--- src/rtl/score_board.sv ---
// score_board: multi-lane score accumulator with combo multiplier and per-level high-score table.
// Revision: 1.0
`default_nettype none

module score_board #(
  parameter int NUM_LANES      = 8,
  parameter int SCORE_W        = 16,
  parameter int COMBO_W        = 8,
  parameter int POINTS_PER_HIT = 10,
  parameter int MULT_STEP      = 10,
  parameter int MAX_MULT       = 4,
  parameter int LEVEL_W        = 2
) (
  input  logic                 clk,
  input  logic                 rst,
  input  logic                 mode,
  input  logic [LEVEL_W-1:0]   level,
  input  logic [NUM_LANES-1:0] noteAction,
  input  logic [NUM_LANES-1:0] noteSuccessState,
  output logic [SCORE_W-1:0]   score,
  output logic [COMBO_W-1:0]   combo,
  output logic [3:0]           multiplier,
  output logic [SCORE_W-1:0]   best_score,
  output logic                 new_record
);

  localparam int DEPTH  = 1 << LEVEL_W;
  localparam int HITS_W = $clog2(NUM_LANES + 1);
  localparam int SUM_W  = SCORE_W + 8;

  typedef enum logic [1:0] {
    IDLE   = 2'd0,
    PLAY   = 2'd1,
    COMMIT = 2'd2
  } state_t;

  state_t               state_q, state_d;
  logic [SCORE_W-1:0]   score_q, score_d;
  logic [COMBO_W-1:0]   combo_q, combo_d;
  logic [3:0]           multiplier_q, multiplier_d;
  logic                 new_record_q, new_record_d;
  logic [LEVEL_W-1:0]   level_q, level_d;
  logic [SCORE_W-1:0]   table_q [DEPTH];
  logic [SCORE_W-1:0]   table_d [DEPTH];

  logic [HITS_W-1:0]    hits, misses;
  logic [SUM_W-1:0]     add, score_sum;
  logic [COMBO_W:0]     combo_sum;
  logic [COMBO_W-1:0]   tier;

  always_comb begin
    hits   = '0;
    misses = '0;
    for (int i = 0; i < NUM_LANES; i++) begin
      if (noteAction[i]) begin
        if (noteSuccessState[i]) hits   = hits + HITS_W'(1);
        else                     misses = misses + HITS_W'(1);
      end
    end
  end

  // Points use the multiplier earned before this cycle's hits land.
  assign add       = SUM_W'(hits) * SUM_W'(POINTS_PER_HIT) * SUM_W'(multiplier_q);
  assign score_sum = SUM_W'(score_q) + add;
  assign combo_sum = {1'b0, combo_q} + (COMBO_W + 1)'(hits);

  always_comb begin
    state_d      = state_q;
    score_d      = score_q;
    combo_d      = combo_q;
    new_record_d = new_record_q;
    level_d      = level_q;
    table_d      = table_q;

    case (state_q)
      IDLE: begin
        if (mode) begin
          state_d      = PLAY;
          score_d      = '0;
          combo_d      = '0;
          new_record_d = 1'b0;
          level_d      = level;
        end
      end
      PLAY: begin
        if (!mode) state_d = COMMIT;
        score_d = (score_sum[SUM_W-1:SCORE_W] != '0) ? {SCORE_W{1'b1}} : score_sum[SCORE_W-1:0];
        if (misses != '0)        combo_d = '0;
        else if (combo_sum[COMBO_W]) combo_d = {COMBO_W{1'b1}};
        else                     combo_d = combo_sum[COMBO_W-1:0];
      end
      COMMIT: begin
        state_d = IDLE;
        if (score_q > table_q[level_q]) begin
          table_d[level_q] = score_q;
          new_record_d     = 1'b1;
        end
      end
      default: state_d = IDLE;
    endcase

    tier = combo_d / COMBO_W'(MULT_STEP);
    if (tier >= COMBO_W'(MAX_MULT - 1)) multiplier_d = 4'(MAX_MULT);
    else                                multiplier_d = 4'(tier) + 4'd1;
  end

  always_ff @(posedge clk) begin
    if (rst) begin
      state_q      <= IDLE;
      score_q      <= '0;
      combo_q      <= '0;
      multiplier_q <= 4'd1;
      new_record_q <= 1'b0;
      level_q      <= '0;
      for (int i = 0; i < DEPTH; i++) table_q[i] <= '0;
    end else begin
      state_q      <= state_d;
      score_q      <= score_d;
      combo_q      <= combo_d;
      multiplier_q <= multiplier_d;
      new_record_q <= new_record_d;
      level_q      <= level_d;
      table_q      <= table_d;
    end
  end

  // In IDLE the display follows the live level selector; during a game it tracks the latched one.
  assign best_score = (state_q == IDLE) ? table_q[level] : table_q[level_q];
  assign score      = score_q;
  assign combo      = combo_q;
  assign multiplier = multiplier_q;
  assign new_record = new_record_q;

endmodule

`default_nettype wire

--- config.mk ---
export PLATFORM = sky130hd
export DESIGN_NAME = score_board
export DESIGN_NICKNAME = d
export VERILOG_FILES = /design/src/rtl/score_board.sv
export SDC_FILE = /design/constraint.sdc
export NUM_CORES = 1
export LEC_CHECK = 0
export BUFFER_PORTS_ARGS = -buffer_cell sky130_fd_sc_hd__clkbuf_2
export CORE_AREA = 3 3 119 121
export CTS_CLUSTER_SIZE = 20
export DETAILED_ROUTE_END_ITERATION = 10
export DIE_AREA = 0 0 122 124
export PLACE_DENSITY_LB_ADDON = 0.2
export SLEW_MARGIN = 25
export SYNTH_ARGS = -nofsm -noshare
export SYNTH_HDL_FRONTEND = slang
export SYNTH_SLANG_ARGS = --single-unit
--- constraint.sdc ---
create_clock -name clk -period 20 [get_ports clk]
set_input_delay 3 -clock clk [delete_from_list [all_inputs] [get_ports clk]]
set_output_delay 3 -clock clk [all_outputs]
set_load 0.05 [all_outputs]
After elaboration in Yosys (flattened, before gate mapping)
Cells that the tools add are included.
W data, S select, Z words.
{"block": "word_totals", "regBits": 97, "input_bits": 21, "output_inout_bits": 45, "wordCells": 111}
{"block": "classes", "n_addsub": 17, "mul": 2, "div": 1, "n_lt_le_gt_ge": 5, "n_eq_ne": 5, "mux": 56, "n_bitwise": 2, "reduce_logical": 12}
{"operator": "$mux W16", "count": 8}
{"operator": "$mux W4", "count": 28}
{"operator": "$bmux W16 S2", "count": 2}
{"operator": "$bwmux W64", "count": 1}
{"operator": "$add A4 B1 Y4 const B", "count": 15}
{"operator": "$demux W16 S2", "count": 1}
{"operator": "$pmux W16 S2", "count": 1}
{"operator": "$mux W8", "count": 3}
{"operator": "$add A16 B12 Y17", "count": 1}
{"operator": "$gt A16 B16 Y1", "count": 1}
{"operator": "$pmux W8 S2", "count": 1}
{"operator": "$mul A7 B4 Y11", "count": 1}
{"operator": "$add A8 B4 Y9", "count": 1}
{"operator": "$div A8 B4 Y8 const B", "count": 1}
{"operator": "$ge A8 B2 Y1 const B", "count": 1}
{"operator": "$reduce_and A2 Y1", "count": 4}
{"operator": "$reduce_bool A8 Y1", "count": 1}
{"operator": "$mul A4 B3 Y7 const B", "count": 1}
{"operator": "$ge A3 B3 Y1 const B", "count": 2}
{"operator": "$mux W1", "count": 6}
{"operator": "$ne A2 B2 Y1 const B", "count": 3}
{"operator": "$not A2 Y3", "count": 2}
{"operator": "$mux W2", "count": 2}
{"operator": "$pmux W2 S2", "count": 1}
{"operator": "other kinds (11)", "count": 12}

Depth between registers and ports, before layout
{"block": "depth", "ltp_word": 30, "depth_mapped": 49, "ltp_nobuf": 48}

Worst setup path before layout
Ideal clock, no wire load.
{"block": "synth_timing", "kind": "in2reg", "startpoint": "in noteSuccessState[0]", "endpoint": "reg multiplier_q[0] (netlist: multiplier[0])", "setup_time_ns": 0.087, "arrival_time_ns": 10.853, "setup_slack_ns": 9.060, "cell_stages": 45, "n_path_buf": 0, "path_cell_list": "nand2_1 inv_1 ha_1 a21oi_1 inv_1 ha_1 nand3_1 and2_1 inv_1 ha_1 nor3_1 a21oi_1 o21ai_0 a21oi_1 nand2_1 o21ai_0 ha_1 nor2_1 (+9 left out) o32a_1 or2_2 a21boi_1 nor4_1 a211o_1 nor2_1 ha_1 and2_1 a21bo_4 nor2_1 a32o_1 a211oi_1 a2111oi_2 or3_1 ha_1 a211oi_1 o211ai_1 o31ai_1"}
{"block": "synth_via", "elab_chain_cells": 30, "word_cells_on_any_way": 55, "classes_between": "add/sub: 16; div: 1; order compare: 1; mux: 36; reduce/logical: 1"}
{"element": "start: declaration", "line": "19", "source": "input logic [NUM_LANES-1:0] noteSuccessState,"}
{"element": "$mux W1", "line": "56", "source": "if (noteSuccessState[i]) hits = hits + HITS_W'(1);"}
{"element": "$mux W1", "line": "55", "source": "if (noteAction[i]) begin"}
{"element": "$add A4 B1 Y4", "line": "56"}
{"element": "$mux W4", "line": "56"}
{"element": "$mux W4", "line": "55"}
{"element": "$add A4 B1 Y4", "line": "56"}
{"element": "$mux W4", "line": "56"}
{"element": "$mux W4", "line": "55"}
{"element": "(+14 left out)"}
{"element": "$mux W4", "line": "55"}
{"element": "$add A8 B4 Y9", "line": "65", "source": "assign combo_sum = {1'b0, combo_q} + (COMBO_W + 1)'(hits);"}
{"element": "$mux W8", "line": "89", "source": "else if (combo_sum[COMBO_W]) combo_d = {COMBO_W{1'b1}};"}
{"element": "$mux W8 *", "line": "88", "source": "if (misses != '0) combo_d = '0;"}
{"element": "$pmux W8 S2 *", "line": "75", "source": "case (state_q)"}
{"element": "$div A8 B4 Y8 *", "line": "102", "source": "tier = combo_d / COMBO_W'(MULT_STEP);"}
{"element": "$ge A8 B2 Y1 or $add A4 B1 Y4 (tied branches)", "line": "103, 104"}
{"element": "$mux W3 *", "line": "103", "source": "if (tier >= COMBO_W'(MAX_MULT - 1)) multiplier_d = 4'(MAX_MULT);"}
{"element": "end signal: assignment", "line": "120", "source": "multiplier_q <= multiplier_d;"}
{"element": "end: declaration", "line": "40", "source": "logic [3:0] multiplier_q, multiplier_d;"}
Every way passes the cells marked *; elsewhere a longest branch is shown, timed or not.
A chain may end at the register's enable or synchronous reset.

Worst setup path after layout
{"block": "layout_timing", "startpoint": "in noteAction[0]", "endpoint": "reg multiplier_q[0] (netlist: multiplier[0])"}
{"block": "layout_via", "elab_chain_cells": 29, "word_cells_on_any_way": 53, "classes_between": "add/sub: 16; div: 1; order compare: 1; mux: 34; reduce/logical: 1"}
{"element": "start: declaration", "line": "18", "source": "input logic [NUM_LANES-1:0] noteAction,"}
{"element": "$mux W1", "line": "55"}
{"element": "$add A4 B1 Y4", "line": "56"}
{"element": "$mux W4", "line": "56"}
{"element": "$mux W4", "line": "55"}
{"element": "$add A4 B1 Y4", "line": "56"}
{"element": "$mux W4", "line": "56"}
{"element": "$mux W4", "line": "55"}
{"element": "$add A4 B1 Y4", "line": "56"}
{"element": "(+13 left out)"}
{"element": "$mux W4", "line": "55"}
{"element": "$add A8 B4 Y9", "line": "65"}
{"element": "$mux W8", "line": "89"}
{"element": "$mux W8 *", "line": "88"}
{"element": "$pmux W8 S2 *", "line": "75"}
{"element": "$div A8 B4 Y8 *", "line": "102"}
{"element": "$ge A8 B2 Y1 or $add A4 B1 Y4 (tied branches)", "line": "103, 104"}
{"element": "$mux W3 *", "line": "103"}
Marks and branches as above.

==> impl_metrics.env <==
export IMPL_outcome="finished, final reports clean"
export IMPL_synth_edff_count=0
export IMPL_root_buffer="clkbuf_16"
export IMPL_synth_nets=985
export IMPL_power_density_nw_per_um2=66.2
export IMPL_cp_endpoint="multiplier[0]$_SDFF_PP1_"
export IMPL_die_y_um=124
export IMPL_worstMarginPinSlew_ns=0.961
export IMPL_ys_types=75
export IMPL_register_area_um2=1940
export IMPL_r2r_start="combo[0]$_SDFF_PP0_"
export IMPL_skew_ns=0.0132
export IMPL_drc_errors=0
export IMPL_post_dp_cell_area_um2=8290
export IMPL_ctsHoldBuffers=0
export IMPL_r2r_end="multiplier[0]$_SDFF_PP1_"
export IMPL_ant_nets=0
export IMPL_maxSlewHeadroom_pct=35.9
export IMPL_worst_path_max_fanout=13
export IMPL_ys_seq_area_share_pct=24.8
export IMPL_layout_common_cells="nor2_1, dfxtp_1, nand2_1, ha_1, mux2i_1"
export IMPL_antenna_found_initial=0
export IMPL_path_class="in2reg"
export IMPL_worstSetupStartpoint="noteAction[0]"
export IMPL_nets=1030
export IMPL_fin_crit_ns=11.78
export IMPL_place_inst=1093
export IMPL_maxCapViolCount=0
export IMPL_crit_path_top_delay_cell="a32o_1"
export IMPL_synthFlopType="dfxtp_1"
export IMPL_design_area_um2=8610
export IMPL_nFillCells=1143
export IMPL_reg2reg_depth=24
export IMPL_grt_max_degree=95
export IMPL_hold_viol=0
export IMPL_dieArea_um2=15100
export IMPL_final_common_cell="nor2_1"
export IMPL_cts_clk_slew_worst_paths_ns=0.07
export IMPL_cp_num_cells=41
export IMPL_synthCells=883
export IMPL_detail_route_vias_per_cell=5.83
export IMPL_start_util_pct=59.4
export IMPL_r2r_setup_slack_ns=13.96
export IMPL_portBuffers=65
export IMPL_synthArstFlopShare_pct=0
export IMPL_cts_resized=0
export IMPL_synthToLayoutAreaGrowth_pct=9.92
export IMPL_clock_sinks=97
export IMPL_instances_no_fill=1109
export IMPL_utilization_pct=65.3
export IMPL_cp_slowest_stage_delay_ns=0.49
export IMPL_setup_violations=0
export IMPL_worstPathBufferInverterCount=3
export IMPL_drv_slew=0
export IMPL_max_clock_freq_ghz=0.0849
export IMPL_dr_first_iter_drc_count=423
export IMPL_path_common_cell="ha_1"
export IMPL_worstPathRequired_ns=20.25
export IMPL_ioPinCount=66
export IMPL_rsz0062_at_grt="no"
export IMPL_grt_use_total_pct=24.0
export IMPL_routedWlPerCell_um=15.7
export IMPL_ys_warn_count=0
export IMPL_multi_input_area_um2=5520
export IMPL_gp_congestion=0.851
export IMPL_drt_pass1_iterations=5
export IMPL_htreeDepth=3
export IMPL_die_w_um=122
export IMPL_p_leak_nw=3.74
export IMPL_arrival_ns=12.03
export IMPL_cts_tree="built"
export IMPL_hpwl_um=12900
export IMPL_post_cts_buffers=0
export IMPL_syn_area_per_cell_um2=8.87
export IMPL_globalRouteOverflowTotal=0
export IMPL_fin_setup_tns_ns=0
export IMPL_wl_um=17400
export IMPL_synth_area_um2=7830
export IMPL_core_rowCount=42
export IMPL_clkLatencyLatePin_ns=0.34
export IMPL_hp_class="reg2reg"
export IMPL_ys_seq_elements=97
export IMPL_endpoint_kind="register"
export IMPL_cts_made_buffers=9
export IMPL_drive_gt1_share_pct=15.1
export IMPL_core_um2=13200
export IMPL_grt_pass1_wl_um=29700
export IMPL_cp_top_family="compound AO/OA/AOI/OAI gates"
export IMPL_grt_pass1_vias=6248
export IMPL_start_kind="input port"
export IMPL_clockBufferDepth=2
export IMPL_ir_worst_vdd_uv=44.6
export IMPL_antenna_cells=0
export IMPL_finalCritPeriodShare_pct=58.9
export IMPL_vias=6469
routing by layer:
layer	vias to the layer above	GRT usage, %	wire, um	part of all wire [%]
met5	-	0	0	0
met4	0	5.53	174	1.0
met3	14	3.13	749	4.3
met2	142	41.3	8270	48
met1	3086	32.2	8190	47
li1	3227	-	-	-
power by group:
group | internal, W | switching (W)
registers | 0.000196 | 0.00000819
logic | 0.0000749 | 0.000104
clock network | 0.000110 | 0.0000763
sequential cells by signal, summed over array words and instances (netlist names):
register,count
score,16
table_q,64
multiplier,4
combo,8
state_q,2
level_q,2
new_record,1
cell families after synthesis:
group / Yosys count / share of synthesized area, %
AO/OA/AOI/OAI: 168 / 13.9
XOR/XNOR: 52 / 6.52
adder cells (fa/ha/maj): 82 / 14.3
buffers and inverters: 96 / 4.87
flip-flops: 97 / 24.8
multiplexers: 102 / 18.2
other: 1 / 0.0479
AND/OR/NAND/NOR: 285 / 17.3
cells in the mapped netlist, types with 3 or more instances:
master | n | area share [%]
a21oi_1 | 56 | 3.6
and3_1 | 6 | 0.48
and2_1 | 19 | 1.5
o21bai_1 | 10 | 0.96
nand3_1 | 20 | 1.3
nor2b_1 | 10 | 0.80
a211oi_1 | 5 | 0.48
nor3_1 | 11 | 0.70
a22oi_1 | 12 | 1.2
o21a_1 | 3 | 0.29
xnor2_1 | 34 | 3.8
o21ai_0 | 32 | 2.0
mux2i_1 | 67 | 8.6
dfxtp_1 | 97 | 25
nor2_1 | 100 | 4.8
or3_1 | 6 | 0.48
xor2_1 | 14 | 1.6
nand2b_1 | 6 | 0.48
nand3b_1 | 5 | 0.48
o211a_1 | 3 | 0.38
nand4_1 | 6 | 0.48
buf_1 | 5 | 0.24
nor4_1 | 3 | 0.24
fa_1 | 13 | 3.3
o211ai_1 | 4 | 0.38
inv_1 | 55 | 2.6
mux4_2 | 32 | 9.2
clkbuf_1 | 32 | 1.5
nor3b_1 | 3 | 0.29
a211o_1 | 4 | 0.45
a21o_1 | 11 | 1.1
ha_1 | 68 | 11
nand2_1 | 73 | 3.5
a31oi_1 | 5 | 0.40
how the worst min path moves through the flow:
| stage | start | endpoint | cells after the start |
|---|---|---|---|
| floorplan | table_q[0]$_SDFFE_PP0P_ | table_q[0]$_SDFFE_PP0P_ | 2 |
| global route | level_q[1]$_SDFFE_PP0P_ | level_q[1]$_SDFFE_PP0P_ | 2 |
| finish | level_q[1]$_SDFFE_PP0P_ | level_q[1]$_SDFFE_PP0P_ | 2 |
| global placement | level_q[1]$_SDFFE_PP0P_ | level_q[1]$_SDFFE_PP0P_ | 2 |
| detailed placement | level_q[1]$_SDFFE_PP0P_ | level_q[1]$_SDFFE_PP0P_ | 2 |
| CTS | level_q[1]$_SDFFE_PP0P_ | level_q[1]$_SDFFE_PP0P_ | 2 |
worst register-to-register path, stage by stage (launching register included):
cell	delay [ns]
dfxtp_1	0.40
ha_1	0.20
inv_1	0.06
fa_1	0.39
o21ai_0	0.48
nand2_1	0.21
o31ai_1	0.29
a211oi_1	0.07
o211ai_1	0.23
and2_1	0.41
nor4_1	0.14
a211o_1	0.34
nor2_1	0.23
ha_1	0.20
and2_1	0.13
a21bo_4	0.14
nor2_1	0.04
a32o_1	0.27
a211oi_1	0.38
a2111oi_2	0.12
or3_1	0.39
ha_1	0.19
a211oi_1	0.32
o211ai_1	0.15
o31ai_1	0.21
layout make-up:
cell class | instances | share of cell area, %
multi-input cells | 690 | 64.1
flip-flops and latches | 97 | 22.6
repair buffers | 74 | 4.56
clock buffers | 10 | 2.66
well taps | 176 | 2.56
inverters | 56 | 2.47
clock inverters | 6 | 1.06
through the flow:
| step | hold slack [ns] | total power, W | setup WS (ns) |
|---|---|---|---|
| floorplan | 0.466 | 0.000351 | 9.06 |
| global placement | 0.447 | 0.000383 | 8.18 |
| detailed placement | 0.450 | 0.000387 | 7.94 |
| CTS | 0.474 | 0.000574 | 8.28 |
| global route | 0.507 | 0.000610 | 7.19 |
| finish | 0.471 | 0.000570 | 8.22 |
No activity file was read; power rests on OpenSTA's default activity.
